### src/rtl/cache_controller_if.sv
// Signal bundle between the cache sequencing controller and the CPU port,
// the tag/data array and main memory.
interface cache_controller_if #(
  parameter int INDEX_WIDTH = 4,
  parameter int TAG_WIDTH   = 26,
  parameter int CNT_WIDTH   = 16
);
  localparam int ADDR_WIDTH = TAG_WIDTH + INDEX_WIDTH + 2;

  // iReq is held with iAddress stable until the single-cycle oDone; a new request may
  // start the cycle after oDone. oMemRead stays high up to and including the iMemValid cycle.
  logic                   iReq;
  logic [ADDR_WIDTH-1:0]  iAddress;
  logic                   iHit;
  logic                   iFlush;
  logic [ADDR_WIDTH-1:0]  iFlushAddress;
  logic                   iFlushAll;
  logic                   iMemValid;
  logic                   oMemRead;
  logic [ADDR_WIDTH-1:0]  oMemAddress;
  logic                   oFill;
  logic [INDEX_WIDTH-1:0] oFillIndex;
  logic [TAG_WIDTH-1:0]   oFillTag;
  logic                   oFillValid;
  logic                   oStall;
  logic                   oDone;
  logic [CNT_WIDTH-1:0]   oHitCount;
  logic [CNT_WIDTH-1:0]   oMissCount;
  logic [1:0]             oState;

  modport master (
    output iReq, iAddress, iHit, iFlush, iFlushAddress, iFlushAll, iMemValid,
    input  oMemRead, oMemAddress, oFill, oFillIndex, oFillTag, oFillValid,
           oStall, oDone, oHitCount, oMissCount, oState
  );

  modport slave (
    input  iReq, iAddress, iHit, iFlush, iFlushAddress, iFlushAll, iMemValid,
    output oMemRead, oMemAddress, oFill, oFillIndex, oFillTag, oFillValid,
           oStall, oDone, oHitCount, oMissCount, oState
  );
endinterface

### src/rtl/cache_controller.sv
// Miss/refill/flush sequencer for a 16-line direct-mapped cache. Array strobes, oStall and
// oDone are decoded from state and this cycle's inputs; memory request and counters are flops.
module cache_controller #(
  parameter int INDEX_WIDTH = 4,
  parameter int TAG_WIDTH   = 26,
  parameter int CNT_WIDTH   = 16
) (
  input  logic              iClk,
  input  logic              iRst,
  cache_controller_if.slave bus
);
  localparam int ADDR_WIDTH = TAG_WIDTH + INDEX_WIDTH + 2;
  localparam logic [INDEX_WIDTH-1:0] LAST_INDEX = '1;
  localparam logic [CNT_WIDTH-1:0]   CNT_MAX    = '1;

  typedef enum logic [1:0] {
    FLUSH_ALL = 2'd0,
    IDLE      = 2'd1,
    MISS      = 2'd2,
    RESP      = 2'd3
  } state_t;

  state_t                 state;
  logic [INDEX_WIDTH-1:0] flush_cnt;
  logic [INDEX_WIDTH-1:0] pend_index;
  logic                   pend_single;
  logic                   pend_all;
  logic                   mem_read;
  logic [ADDR_WIDTH-1:0]  mem_address;
  logic [CNT_WIDTH-1:0]   hit_count;
  logic [CNT_WIDTH-1:0]   miss_count;

  logic [INDEX_WIDTH-1:0] new_flush_index;
  logic [INDEX_WIDTH-1:0] refill_index;
  logic [TAG_WIDTH-1:0]   refill_tag;
  logic                   in_idle;
  logic                   do_flush_all;
  logic                   do_flush_one;
  logic                   do_hit;
  logic                   do_miss;
  logic                   unused_addr_bits;

  assign new_flush_index  = bus.iFlushAddress[INDEX_WIDTH+1:2];
  assign refill_index     = mem_address[INDEX_WIDTH+1:2];
  assign refill_tag       = mem_address[ADDR_WIDTH-1:INDEX_WIDTH+2];
  assign unused_addr_bits = ^{bus.iAddress[1:0], bus.iFlushAddress[1:0],
                              bus.iFlushAddress[ADDR_WIDTH-1:INDEX_WIDTH+2]};

  // IDLE arbitration: flush work always beats the CPU, a whole-cache flush beats a single line.
  always_comb begin
    in_idle      = (state == IDLE);
    do_flush_all = in_idle && (pend_all || bus.iFlushAll);
    do_flush_one = in_idle && !do_flush_all && (pend_single || bus.iFlush);
    do_hit       = in_idle && !do_flush_all && !do_flush_one && bus.iReq && bus.iHit;
    do_miss      = in_idle && !do_flush_all && !do_flush_one && bus.iReq && !bus.iHit;
  end

  always_comb begin
    bus.oFill      = 1'b0;
    bus.oFillIndex = '0;
    bus.oFillTag   = '0;
    bus.oFillValid = 1'b0;
    bus.oStall     = 1'b0;
    bus.oDone      = 1'b0;
    if (!iRst) begin
      case (state)
        FLUSH_ALL: begin
          bus.oFill      = 1'b1;
          bus.oFillIndex = flush_cnt;
          bus.oStall     = 1'b1;
        end
        IDLE: begin
          if (do_flush_all) begin
            bus.oStall = bus.iReq;
          end else if (do_flush_one) begin
            bus.oFill      = 1'b1;
            bus.oFillIndex = pend_single ? pend_index : new_flush_index;
            bus.oStall     = bus.iReq;
          end else if (do_hit) begin
            bus.oDone = 1'b1;
          end else if (do_miss) begin
            bus.oStall = 1'b1;
          end
        end
        MISS: begin
          bus.oStall = 1'b1;
          // The array captures the memory word on this same edge.
          if (bus.iMemValid) begin
            bus.oFill      = 1'b1;
            bus.oFillValid = 1'b1;
            bus.oFillIndex = refill_index;
            bus.oFillTag   = refill_tag;
          end
        end
        RESP: begin
          bus.oDone = 1'b1;
        end
        default: ;
      endcase
    end
  end

  assign bus.oMemRead    = mem_read;
  assign bus.oMemAddress = mem_address;
  assign bus.oHitCount   = hit_count;
  assign bus.oMissCount  = miss_count;
  assign bus.oState      = state;

  always_ff @(posedge iClk) begin
    if (iRst) begin
      state       <= FLUSH_ALL;
      flush_cnt   <= '0;
      pend_index  <= '0;
      pend_single <= 1'b0;
      pend_all    <= 1'b0;
      mem_read    <= 1'b0;
      mem_address <= '0;
      hit_count   <= '0;
      miss_count  <= '0;
    end else begin
      // Flush requests arriving while busy are parked; two singles collapse into a full flush.
      if (!in_idle) begin
        if (bus.iFlush) begin
          if (pend_single) begin
            pend_all <= 1'b1;
          end else begin
            pend_single <= 1'b1;
            pend_index  <= new_flush_index;
          end
        end
        if (bus.iFlushAll && state != FLUSH_ALL) pend_all <= 1'b1;
      end

      case (state)
        FLUSH_ALL: begin
          if (bus.iFlushAll) begin
            flush_cnt <= '0;
          end else if (flush_cnt == LAST_INDEX) begin
            flush_cnt <= '0;
            state     <= IDLE;
          end else begin
            flush_cnt <= flush_cnt + 1'b1;
          end
        end
        IDLE: begin
          if (do_flush_all) begin
            state       <= FLUSH_ALL;
            flush_cnt   <= '0;
            pend_all    <= 1'b0;
            pend_single <= 1'b0;
          end else if (do_flush_one) begin
            if (pend_single && bus.iFlush) pend_index <= new_flush_index;
            else if (pend_single)          pend_single <= 1'b0;
          end else if (do_hit) begin
            if (hit_count != CNT_MAX) hit_count <= hit_count + 1'b1;
          end else if (do_miss) begin
            if (miss_count != CNT_MAX) miss_count <= miss_count + 1'b1;
            mem_address <= {bus.iAddress[ADDR_WIDTH-1:2], 2'b00};
            mem_read    <= 1'b1;
            state       <= MISS;
          end
        end
        MISS: begin
          if (bus.iMemValid) begin
            mem_read <= 1'b0;
            state    <= RESP;
          end
        end
        RESP: begin
          state <= IDLE;
        end
        default: state <= FLUSH_ALL;
      endcase
    end
  end
endmodule

### src/flat_wrapper.sv
// flat-port wrapper written by rule: the top's interface ports become plain ports
module cache_controller_flat 
#(
  parameter int INDEX_WIDTH = 4,
  parameter int TAG_WIDTH   = 26,
  parameter int CNT_WIDTH   = 16
)
  (iClk, iRst, bus_iReq, bus_iAddress, bus_iHit, bus_iFlush, bus_iFlushAddress, bus_iFlushAll, bus_iMemValid, bus_oMemRead, bus_oMemAddress, bus_oFill, bus_oFillIndex, bus_oFillTag, bus_oFillValid, bus_oStall, bus_oDone, bus_oHitCount, bus_oMissCount, bus_oState);
  cache_controller_if #(.INDEX_WIDTH(INDEX_WIDTH), .TAG_WIDTH(TAG_WIDTH), .CNT_WIDTH(CNT_WIDTH)) bus_i ();
  input  logic iClk;
  input  logic iRst;
  input wire logic [$bits(bus_i.iReq)-1:0] bus_iReq;
  input wire logic [$bits(bus_i.iAddress)-1:0] bus_iAddress;
  input wire logic [$bits(bus_i.iHit)-1:0] bus_iHit;
  input wire logic [$bits(bus_i.iFlush)-1:0] bus_iFlush;
  input wire logic [$bits(bus_i.iFlushAddress)-1:0] bus_iFlushAddress;
  input wire logic [$bits(bus_i.iFlushAll)-1:0] bus_iFlushAll;
  input wire logic [$bits(bus_i.iMemValid)-1:0] bus_iMemValid;
  output wire logic [$bits(bus_i.oMemRead)-1:0] bus_oMemRead;
  output wire logic [$bits(bus_i.oMemAddress)-1:0] bus_oMemAddress;
  output wire logic [$bits(bus_i.oFill)-1:0] bus_oFill;
  output wire logic [$bits(bus_i.oFillIndex)-1:0] bus_oFillIndex;
  output wire logic [$bits(bus_i.oFillTag)-1:0] bus_oFillTag;
  output wire logic [$bits(bus_i.oFillValid)-1:0] bus_oFillValid;
  output wire logic [$bits(bus_i.oStall)-1:0] bus_oStall;
  output wire logic [$bits(bus_i.oDone)-1:0] bus_oDone;
  output wire logic [$bits(bus_i.oHitCount)-1:0] bus_oHitCount;
  output wire logic [$bits(bus_i.oMissCount)-1:0] bus_oMissCount;
  output wire logic [$bits(bus_i.oState)-1:0] bus_oState;
  assign bus_i.iReq = bus_iReq;
  assign bus_i.iAddress = bus_iAddress;
  assign bus_i.iHit = bus_iHit;
  assign bus_i.iFlush = bus_iFlush;
  assign bus_i.iFlushAddress = bus_iFlushAddress;
  assign bus_i.iFlushAll = bus_iFlushAll;
  assign bus_i.iMemValid = bus_iMemValid;
  assign bus_oMemRead = bus_i.oMemRead;
  assign bus_oMemAddress = bus_i.oMemAddress;
  assign bus_oFill = bus_i.oFill;
  assign bus_oFillIndex = bus_i.oFillIndex;
  assign bus_oFillTag = bus_i.oFillTag;
  assign bus_oFillValid = bus_i.oFillValid;
  assign bus_oStall = bus_i.oStall;
  assign bus_oDone = bus_i.oDone;
  assign bus_oHitCount = bus_i.oHitCount;
  assign bus_oMissCount = bus_i.oMissCount;
  assign bus_oState = bus_i.oState;
  cache_controller #(.INDEX_WIDTH(INDEX_WIDTH), .TAG_WIDTH(TAG_WIDTH), .CNT_WIDTH(CNT_WIDTH)) u_core (.iClk(iClk), .iRst(iRst), .bus(bus_i));
endmodule
### config.mk
export PLATFORM = sky130hd
export DESIGN_NAME = cache_controller_flat
export DESIGN_NICKNAME = d
export VERILOG_FILES = /design/src/rtl/cache_controller_if.sv /design/src/rtl/cache_controller.sv /design/src/flat_wrapper.sv
export SDC_FILE = /design/constraint.sdc
export NUM_CORES = 1
export LEC_CHECK = 0
export ABC_CLOCK_PERIOD_IN_PS = 3400
export CORE_UTILIZATION = 42
export CTS_CLUSTER_SIZE = 12
export DETAILED_ROUTE_END_ITERATION = 12
export GPL_TIMING_DRIVEN = 1
export PLACE_DENSITY = 0.81
export SETUP_SLACK_MARGIN = 0.5
export SYNTH_ARGS = -nofsm -noshare
export SYNTH_HDL_FRONTEND = slang
export SYNTH_SLANG_ARGS = --single-unit
### constraint.sdc
create_clock -name iClk -period 3.4 [get_ports iClk]
set_clock_uncertainty 0.15 [all_clocks]
set_input_delay 1.02 -clock iClk [delete_from_list [all_inputs] [get_ports iClk]]
set_output_delay 1.02 -clock iClk [all_outputs]
set_load 0.02 [all_outputs]
==> reports/summary.log, run 1 <==
qor: synth.synth.distinct_cells 47
qor: critical_path.critPathArrivalTime 2.13 ns
qor: clock_network.clock-root-buffer clkbuf_8
qor: detailed_routing.route.final.wire_length 12700 um
qor: die.floorplan.die.height 97.4 um
qor: clock_network.htree_num_levels 3
qor: final_layout.area_of_the_multi_input_gates 2380 um2
qor: timing.fmax 303 MHz
qor: global_route.globalRoute.totalOverflow 0
qor: final_layout.synthToLayoutAreaGrowth 65.5%
qor: die.initial_core_util 0.436
qor: placed_design.placed_area 5560 um2
qor: clock_network.clockBufferDepth 2
qor: detailed_routing.detail_route.iter0.violations 167
qor: synth.area_fraction_in_compound_gates_after_synthesis 0.161
qor: synth.synth_mux_area_frac 0.0603
qor: critical_path.critical_path_depth 5
qor: critical_path.startpoint_type primary input
qor: critical_path.regToRegSetupSlack 0.82 ns
qor: hold_path.worst_hold_startpoint u_core.bus.oMemAddress[10]
qor: synth.synth-seq-area-share 0.393
qor: critical_path.reg2reg_to u_core.bus.oHitCount[11]
qor: critical_path.worstPathBufferInverterCount 2
qor: synth.synth_top_area_frac 0.393
qor: clock_network.tritoncts built
qor: global_route.grt_max_degree 34
qor: final_layout.ff_latch_area 1500 um2
qor: critical_path.worst_r2r_startpoint u_core.pend_single
qor: critical_path.worstSetupPathType primary input to output port
qor: placed_design.detailedPlacementHpwl 8100 um
qor: global_route.grtUsageTotal 0.258
qor: final_layout.layout_cell_share_with_drive_strength_beyond_1 0.272
qor: die.fp-row-count 34
qor: critical_path.crit_fanout 2
qor: synth.synthAdderAreaFrac 0.0262
qor: detailed_routing.firstDrtPassIters 4
qor: synth.synth.area.top_cells dfxtp_1, nand2_1, a21oi_1
qor: clock_network.cts_sinks 75
qor: power.cellLeakagePower 0.00231 uW
qor: final_layout.layout.filler_cells 615
qor: synth.largest_family_of_logic_cells_by_synthesized_area simple AND/OR/NAND/NOR gates
qor: timing.setup_repair_after_global_routing_missed_its_margin true
qor: timing.setup_violations 0
qor: final_layout.insertedDiodeCount 0
qor: die.dieArea 9480 um2
qor: critical_path.rr_worst_depth 11
qor: hold_path.holdCritPathClass flop to flop
qor: synth.synth-edff-count 0
qor: critical_path.max_stage_delay 0.34 ns
qor: critical_path.startpoint_of_the_most_critical_setup_path bus_iFlushAddress[2]
qor: global_route.antenna_violations_before_repair 0
qor: synth.yosys.area_share.simple 0.313
qor: placed_design.detailedPlace.worstSlack -0.747 ns
qor: final_layout.layout.nets 718
qor: synth.syn_area_per_cell 8.19 um2
qor: clock_network.cts_inserted_buffers 9
qor: synth.synth_cells 466
qor: placed_design.numPortBuffers 139
qor: critical_path.cp_cell_sequence dlygate4sd2_1 > mux2_2 > a222oi_1 > nor3_2 > buf_4
qor: placed_design.gp_congestion 0.823
qor: job.drv_cap 0
qor: hold_path.min_path_cells 2
qor: timing.final_max_slew_viol_count 0
qor: die.top_level_i_o_count 172
qor: timing.setup_slack 0.102 ns
qor: synth.yosys_most_used_dff dfxtp_1
qor: synth.synth_seq_cells 75
qor: synth.syn_area 3820 um2
qor: critical_path.capturing_element_type_of_the_critical_path output port
qor: detailed_routing.vias_per_cell 5.68
qor: die.dieWidth 97.4 um
qor: synth.synth_largest_area_cell dfxtp_1
qor: run_status.result_of_the_run complete, no violations
qor: global_route.grt_first_pass_wirelength 20000 um
qor: detailed_routing.ant_nets 0
qor: synth.synthXorXnorAreaFrac 0
qor: synth.synthArstFlopShare 0
qor: timing.period_minus_slack 3.30 ns
qor: synth.count_of_synthesis_stage_warnings_from_yosys 0
qor: detailed_routing.drc_errors 0
qor: timing.worst_slew_pin_slew 0.706 ns
qor: critical_path.cpMaxStageDelayCell a222oi_1
qor: global_route.grt_pass1_vias 4082
qor: critical_path.cp_top_family buffers and inverters
qor: final_layout.mostFrequentLayoutCells clkdlybuf4s50_1, nand2_1, dfxtp_1
qor: hold_path.holdPathEnd u_core.bus.oMemAddress[10]
qor: timing.final_min_period_over_clock_period 0.970
qor: detailed_routing.post_drt_wl_per_cell 16.9 um
qor: clock_network.cts_hold_buf 0
qor: power.power-per-cell-area 331 nW/um2
qor: die.core 8760 um2
qor: critical_path.critPathRequiredTime 2.23 ns
qor: timing.maxSlewHeadroom 0.526
qor: final_layout.commonest_non_fill_non_tap_cell_in_the_layout clkdlybuf4s50_1
qor: clock_network.clk_pin_slew_worst_paths 0.08 ns
qor: power.max-vdd-ir-drop 250 uV
qor: clock_network.clock_latency_on_the_worst_skew_pair 0.33 ns
qor: final_layout.final_instance_area 6320 um2
qor: timing.final-hold-violation-count 0
qor: detailed_routing.via_count 4269
## metrics by stage
stage,power (uW),util,TNS (ns),instances,hold WS (ns)
floorplan,1040,-,0,467,0.308
global placement,1150,0.634,-15.97,715,0.304
detailed placement,1160,0.634,-16.84,715,0.312
CTS,2090,0.711,0,744,0.329
global route,2170,0.721,0,752,0.353
finish,2090,0.721,0,752,0.328
## worst max path at each step
stage	to	slack, ns
floorplan	bus_oFillIndex[0]	0.32
global placement	bus_oStall	-0.64
detailed placement	bus_oStall	-0.75
CTS	bus_oStall	0.07
global route	bus_oFillIndex[1]	0.05
finish	bus_oFillIndex[0]	0.10
## repair_timing
| item | 4_1_cts | 5_1_grt |
|---|---|---|
| resized for setup | 267 | 14 |
| setup buffers | 9 | 8 |
| cloned | 4 | 0 |
| setup endpoints to repair | 44 | 37 |
| pin swaps | 15 | 9 |
## Yosys cell counts (3+ instances only)
| cell type | number |
|---|---|
| o31ai_1 | 11 |
| buf_2 | 3 |
| clkbuf_1 | 24 |
| nor3b_1 | 3 |
| o21ai_0 | 10 |
| inv_1 | 13 |
| ha_1 | 8 |
| and3_1 | 30 |
| a211oi_1 | 5 |
| dfxtp_1 | 75 |
| or3_1 | 6 |
| nand2b_1 | 3 |
| nor2b_1 | 12 |
| mux2_2 | 16 |
| or4_1 | 11 |
| nand4_1 | 11 |
| and4_1 | 3 |
| nand3_1 | 11 |
| and2_1 | 6 |
| a21oi_1 | 55 |
| a311oi_1 | 3 |
| o41ai_1 | 3 |
| nor4_1 | 5 |
| nor2_1 | 21 |
| a222oi_1 | 5 |
| nand2_1 | 75 |
| nor3_1 | 7 |
| mux2i_1 | 5 |
## per-layer routing
metal | part of all wire | wire [um] | vias up | global-route usage
met1 | 0.40 | 5140 | 2043 | 0.306
li1 | - | - | 2048 | -
met5 | 0 | 0 | - | 0
met2 | 0.52 | 6670 | 161 | 0.473
met3 | 0.056 | 718 | 17 | 0.0381
met4 | 0.017 | 213 | 0 | 0.0894
## cell type report
cell class,instances,share of cell area
clock inverters,4,0.0190
inverters,13,0.00772
multi-input cells,349,0.377
repair buffers,191,0.313
flip-flops and latches,75,0.238
clock buffers,12,0.0245
well taps,108,0.0214
## worst register-to-register path: cells and delay by family, from the launching register on
| kind | cells | cell delay [ns] |
|---|---|---|
| simple gates | 3 | 0.91 |
| buf+inv | 7 | 0.79 |
| flops | 1 | 0.50 |
| compound gates | 1 | 0.15 |
## state kept, by name, indices dropped and copies added (netlist names)
signal	flops
u_core.pend_single	1
u_core.bus.oMissCount	16
u_core.bus.oMemRead	1
u_core.pend_index	4
u_core.flush_cnt	4
u_core.bus.oHitCount	16
u_core.bus.oMemAddress	30
u_core.bus.oState	2
u_core.pend_all	1
## logic make-up after synthesis
family,after synthesis
compound gates,100
fa+ha+maj,8
buf+inv,43
flops,75
mux,21
other cells,1
simple gates,218
## power breakdown
group          internal (uW)  total, uW  leakage (uW)  switching [uW]
combinational            131        250       0.00157             119
sequential               892        912      0.000606            20.1
clock                    603        931      0.000137             328
total                   1630       2090       0.00231             467
Note: power is estimated with default switching activity, not from simulation.
==> inputs of run 2 (changes only) <==
CAP_MARGIN = 10   (was not set)
CELL_PAD_IN_SITES_DETAIL_PLACEMENT = 2   (was not set)
CELL_PAD_IN_SITES_GLOBAL_PLACEMENT = 2   (was not set)
CORE_UTILIZATION = 23   (was 42)
PLACE_DENSITY = not set   (was 0.81)
PLACE_DENSITY_LB_ADDON = 0.1   (was not set)
SETUP_SLACK_MARGIN = 0.4   (was 0.5)
==> reports/summary.log, run 2 (synthesized netlist as in run 1, its figures left out) <==
qor: run_status.result_of_the_run complete, no violations
qor: timing.setup_violations 0
qor: final_layout.mostFrequentLayoutCells clkdlybuf4s50_1, nand2_1, dfxtp_1
qor: critical_path.max_stage_delay 0.31 ns
qor: critical_path.rr_worst_depth 9
qor: final_layout.layout.nets 715
qor: clock_network.cts_inserted_buffers 9
qor: final_layout.synthToLayoutAreaGrowth 66.9%
qor: detailed_routing.ant_nets 0
qor: global_route.globalRoute.totalOverflow 0
qor: timing.final-hold-violation-count 0
qor: job.drv_cap 0
qor: clock_network.clockBufferDepth 2
qor: final_layout.largest_register_ff_count 30
qor: detailed_routing.post_drt_wl_per_cell 17.9 um
qor: detailed_routing.vias_per_cell 4.97
qor: power.max-vdd-ir-drop 211 uV
qor: die.dieWidth 131 um
qor: global_route.grt_first_pass_wirelength 24000 um
qor: placed_design.numPortBuffers 139
qor: critical_path.critPathRequiredTime 2.23 ns
qor: timing.maxSlewHeadroom 0.496
qor: power.p_sw_frac 0.249
qor: detailed_routing.detail_route.iter0.violations 130
qor: critical_path.critPathArrivalTime 2.08 ns
qor: die.top_level_i_o_count 172
qor: placed_design.detailedPlace.worstSlack -0.665 ns
qor: power.power-per-cell-area 324 nW/um2
qor: die.core 16100 um2
qor: detailed_routing.via_count 4252
qor: clock_network.clock_latency_on_the_worst_skew_pair 0.33 ns
qor: timing.period_minus_slack 3.25 ns
qor: critical_path.timing.critical_path.mode_cell buf_6
qor: clock_network.htree_num_levels 3
qor: power.total_switching_power 515 uW
qor: power.p_int 1550 uW
qor: power.seq_power_share 0.441
qor: timing.final_min_period_over_clock_period 0.955
qor: clock_network.cts_hold_buf 0
qor: final_layout.finish.cell_count_without_fillers 855
qor: timing.worst_hold_margin 0.327 ns
qor: global_route.grtUsageTotal 0.183
qor: final_layout.commonest_non_fill_non_tap_cell_in_the_layout clkdlybuf4s50_1
qor: final_layout.layout_cell_share_with_drive_strength_beyond_1 0.264
qor: placed_design.detailedPlacementHpwl 10800 um
qor: die.floorplan.die.height 131 um
qor: timing.final_max_slew_viol_count 0
qor: global_route.antenna_violations_before_repair 0
qor: clock_network.clock-root-buffer clkbuf_16
qor: critical_path.cpMaxStageDelayCell o311a_4
qor: critical_path.cp_cell_sequence buf_6 > or2_4 > and2_4 > buf_4 > o311a_4 > buf_6
qor: power.clock_power_share 0.435
qor: placed_design.gp_congestion 0.751
qor: clock_network.cts_sinks 75
qor: detailed_routing.firstDrtPassIters 4
qor: die.initial_core_util 0.238
qor: placed_design.post-place-cells 826
qor: detailed_routing.route.final.wire_length 15300 um
qor: die.dieArea 17100 um2
qor: critical_path.crit_fanout 5
qor: power.cellLeakagePower 0.00229 uW
qor: timing.setup_repair_after_global_routing_missed_its_margin true
qor: critical_path.startpoint_type primary input
qor: clock_network.tritoncts built
qor: critical_path.worstSetupPathType primary input to output port
qor: power.p_comb_frac 0.124
qor: die.fp-row-count 46
qor: detailed_routing.drc_errors 0
qor: hold_path.holdCritPathClass flop to flop
qor: global_route.grt_pass1_vias 4417
qor: hold_path.min_path_cells 2
qor: global_route.grt_max_degree 55
qor: timing.setup_slack 0.151 ns
qor: timing.worst_slew_pin_slew 0.750 ns
qor: final_layout.insertedDiodeCount 0
qor: clock_network.clk_pin_slew_worst_paths 0.05 ns
qor: timing.fmax 308 MHz
qor: final_layout.layout.filler_cells 1773
qor: critical_path.capturing_element_type_of_the_critical_path output port
run 2: cell types whose count changed in the layout (fill, tap and decap cells not counted), sizes merged:
cell         change
clkbuf           +1
bufinv           -4
clkinvlp         +1
dlygate4sd2      -1
clkinv           +1
buf              -3
run 2: through the flow:
step	total power, uW	TNS [ns]	util	instance area [um2]
after floorplan	1040	0	-	3880
after global placement	1160	-22.01	0.356	5720
after detailed placement	1170	-21.50	0.356	5720
after CTS	2090	0	0.394	6320
after global routing	2160	0	0.397	6370
final	2070	0	0.397	6370
run 2: power groups by stage:
stage / Clock (uW) / Combinational [uW] / Sequential, uW
floorplan: 0 / 114 / 929
finish: 899 / 257 / 912
detailed placement: 0 / 241 / 930
global route: 970 / 278 / 914
global placement: 0 / 233 / 929
CTS: 929 / 254 / 912
run 2: critical path, delay by kind of cell:
family,cells,cell delay [ns]
buffers and inverters,3,0.36
AO/OA/AOI/OAI,1,0.31
AND/OR/NAND/NOR,2,0.38
run 2: path summary, 6_finish.rpt:
kind                             startpoint                   endpoint  slack (ns)
setup / recovery                 bus_iFlush                  bus_oFill        0.15
hold / removal    u_core.bus.oMemAddress[4]  u_core.bus.oMemAddress[4]        0.33
setup reg to reg         u_core.pend_single   u_core.bus.oHitCount[11]        0.94
hold reg to reg   u_core.bus.oMemAddress[4]  u_core.bus.oMemAddress[4]        0.33
run 2: what timing repair did:
action / in CTS / in global routing
endpoints found under the setup margin: 43 / 34
pin swaps: 14 / 13
resized for setup: 262 / 15
setup buffers: 8 / 4
cloned: 3 / 0
run 2: layout make-up:
type	count	area [um2]	area share
sequential	75	1500	0.236
tap	216	270	0.0424
timing repair buffer	188	1910	0.299
inverter	13	48.8	0.00766
clock inverter	2	12.5	0.00196
multi-input combinational	349	2370	0.373
clock buffer	12	256	0.0402
run 2: layer usage:
| layer | part of all wire | routed length, um | track usage | up-vias |
|---|---|---|---|---|
| met5 | 0 | 0 | 0 | - |
| met4 | 0.0085 | 131 | 0.0514 | 0 |
| met3 | 0.044 | 670 | 0.0403 | 11 |
| met2 | 0.53 | 8080 | 0.326 | 80 |
| met1 | 0.42 | 6440 | 0.220 | 2131 |
| li1 | - | - | - | 2030 |
==> inputs of run 3 (changes only) <==
GPL_ROUTABILITY_DRIVEN = 0   (was not set)
SLEW_MARGIN = 5   (was not set)
==> results of run 3 <==
Final layout, timing and power as in run 2 (identical DEF).
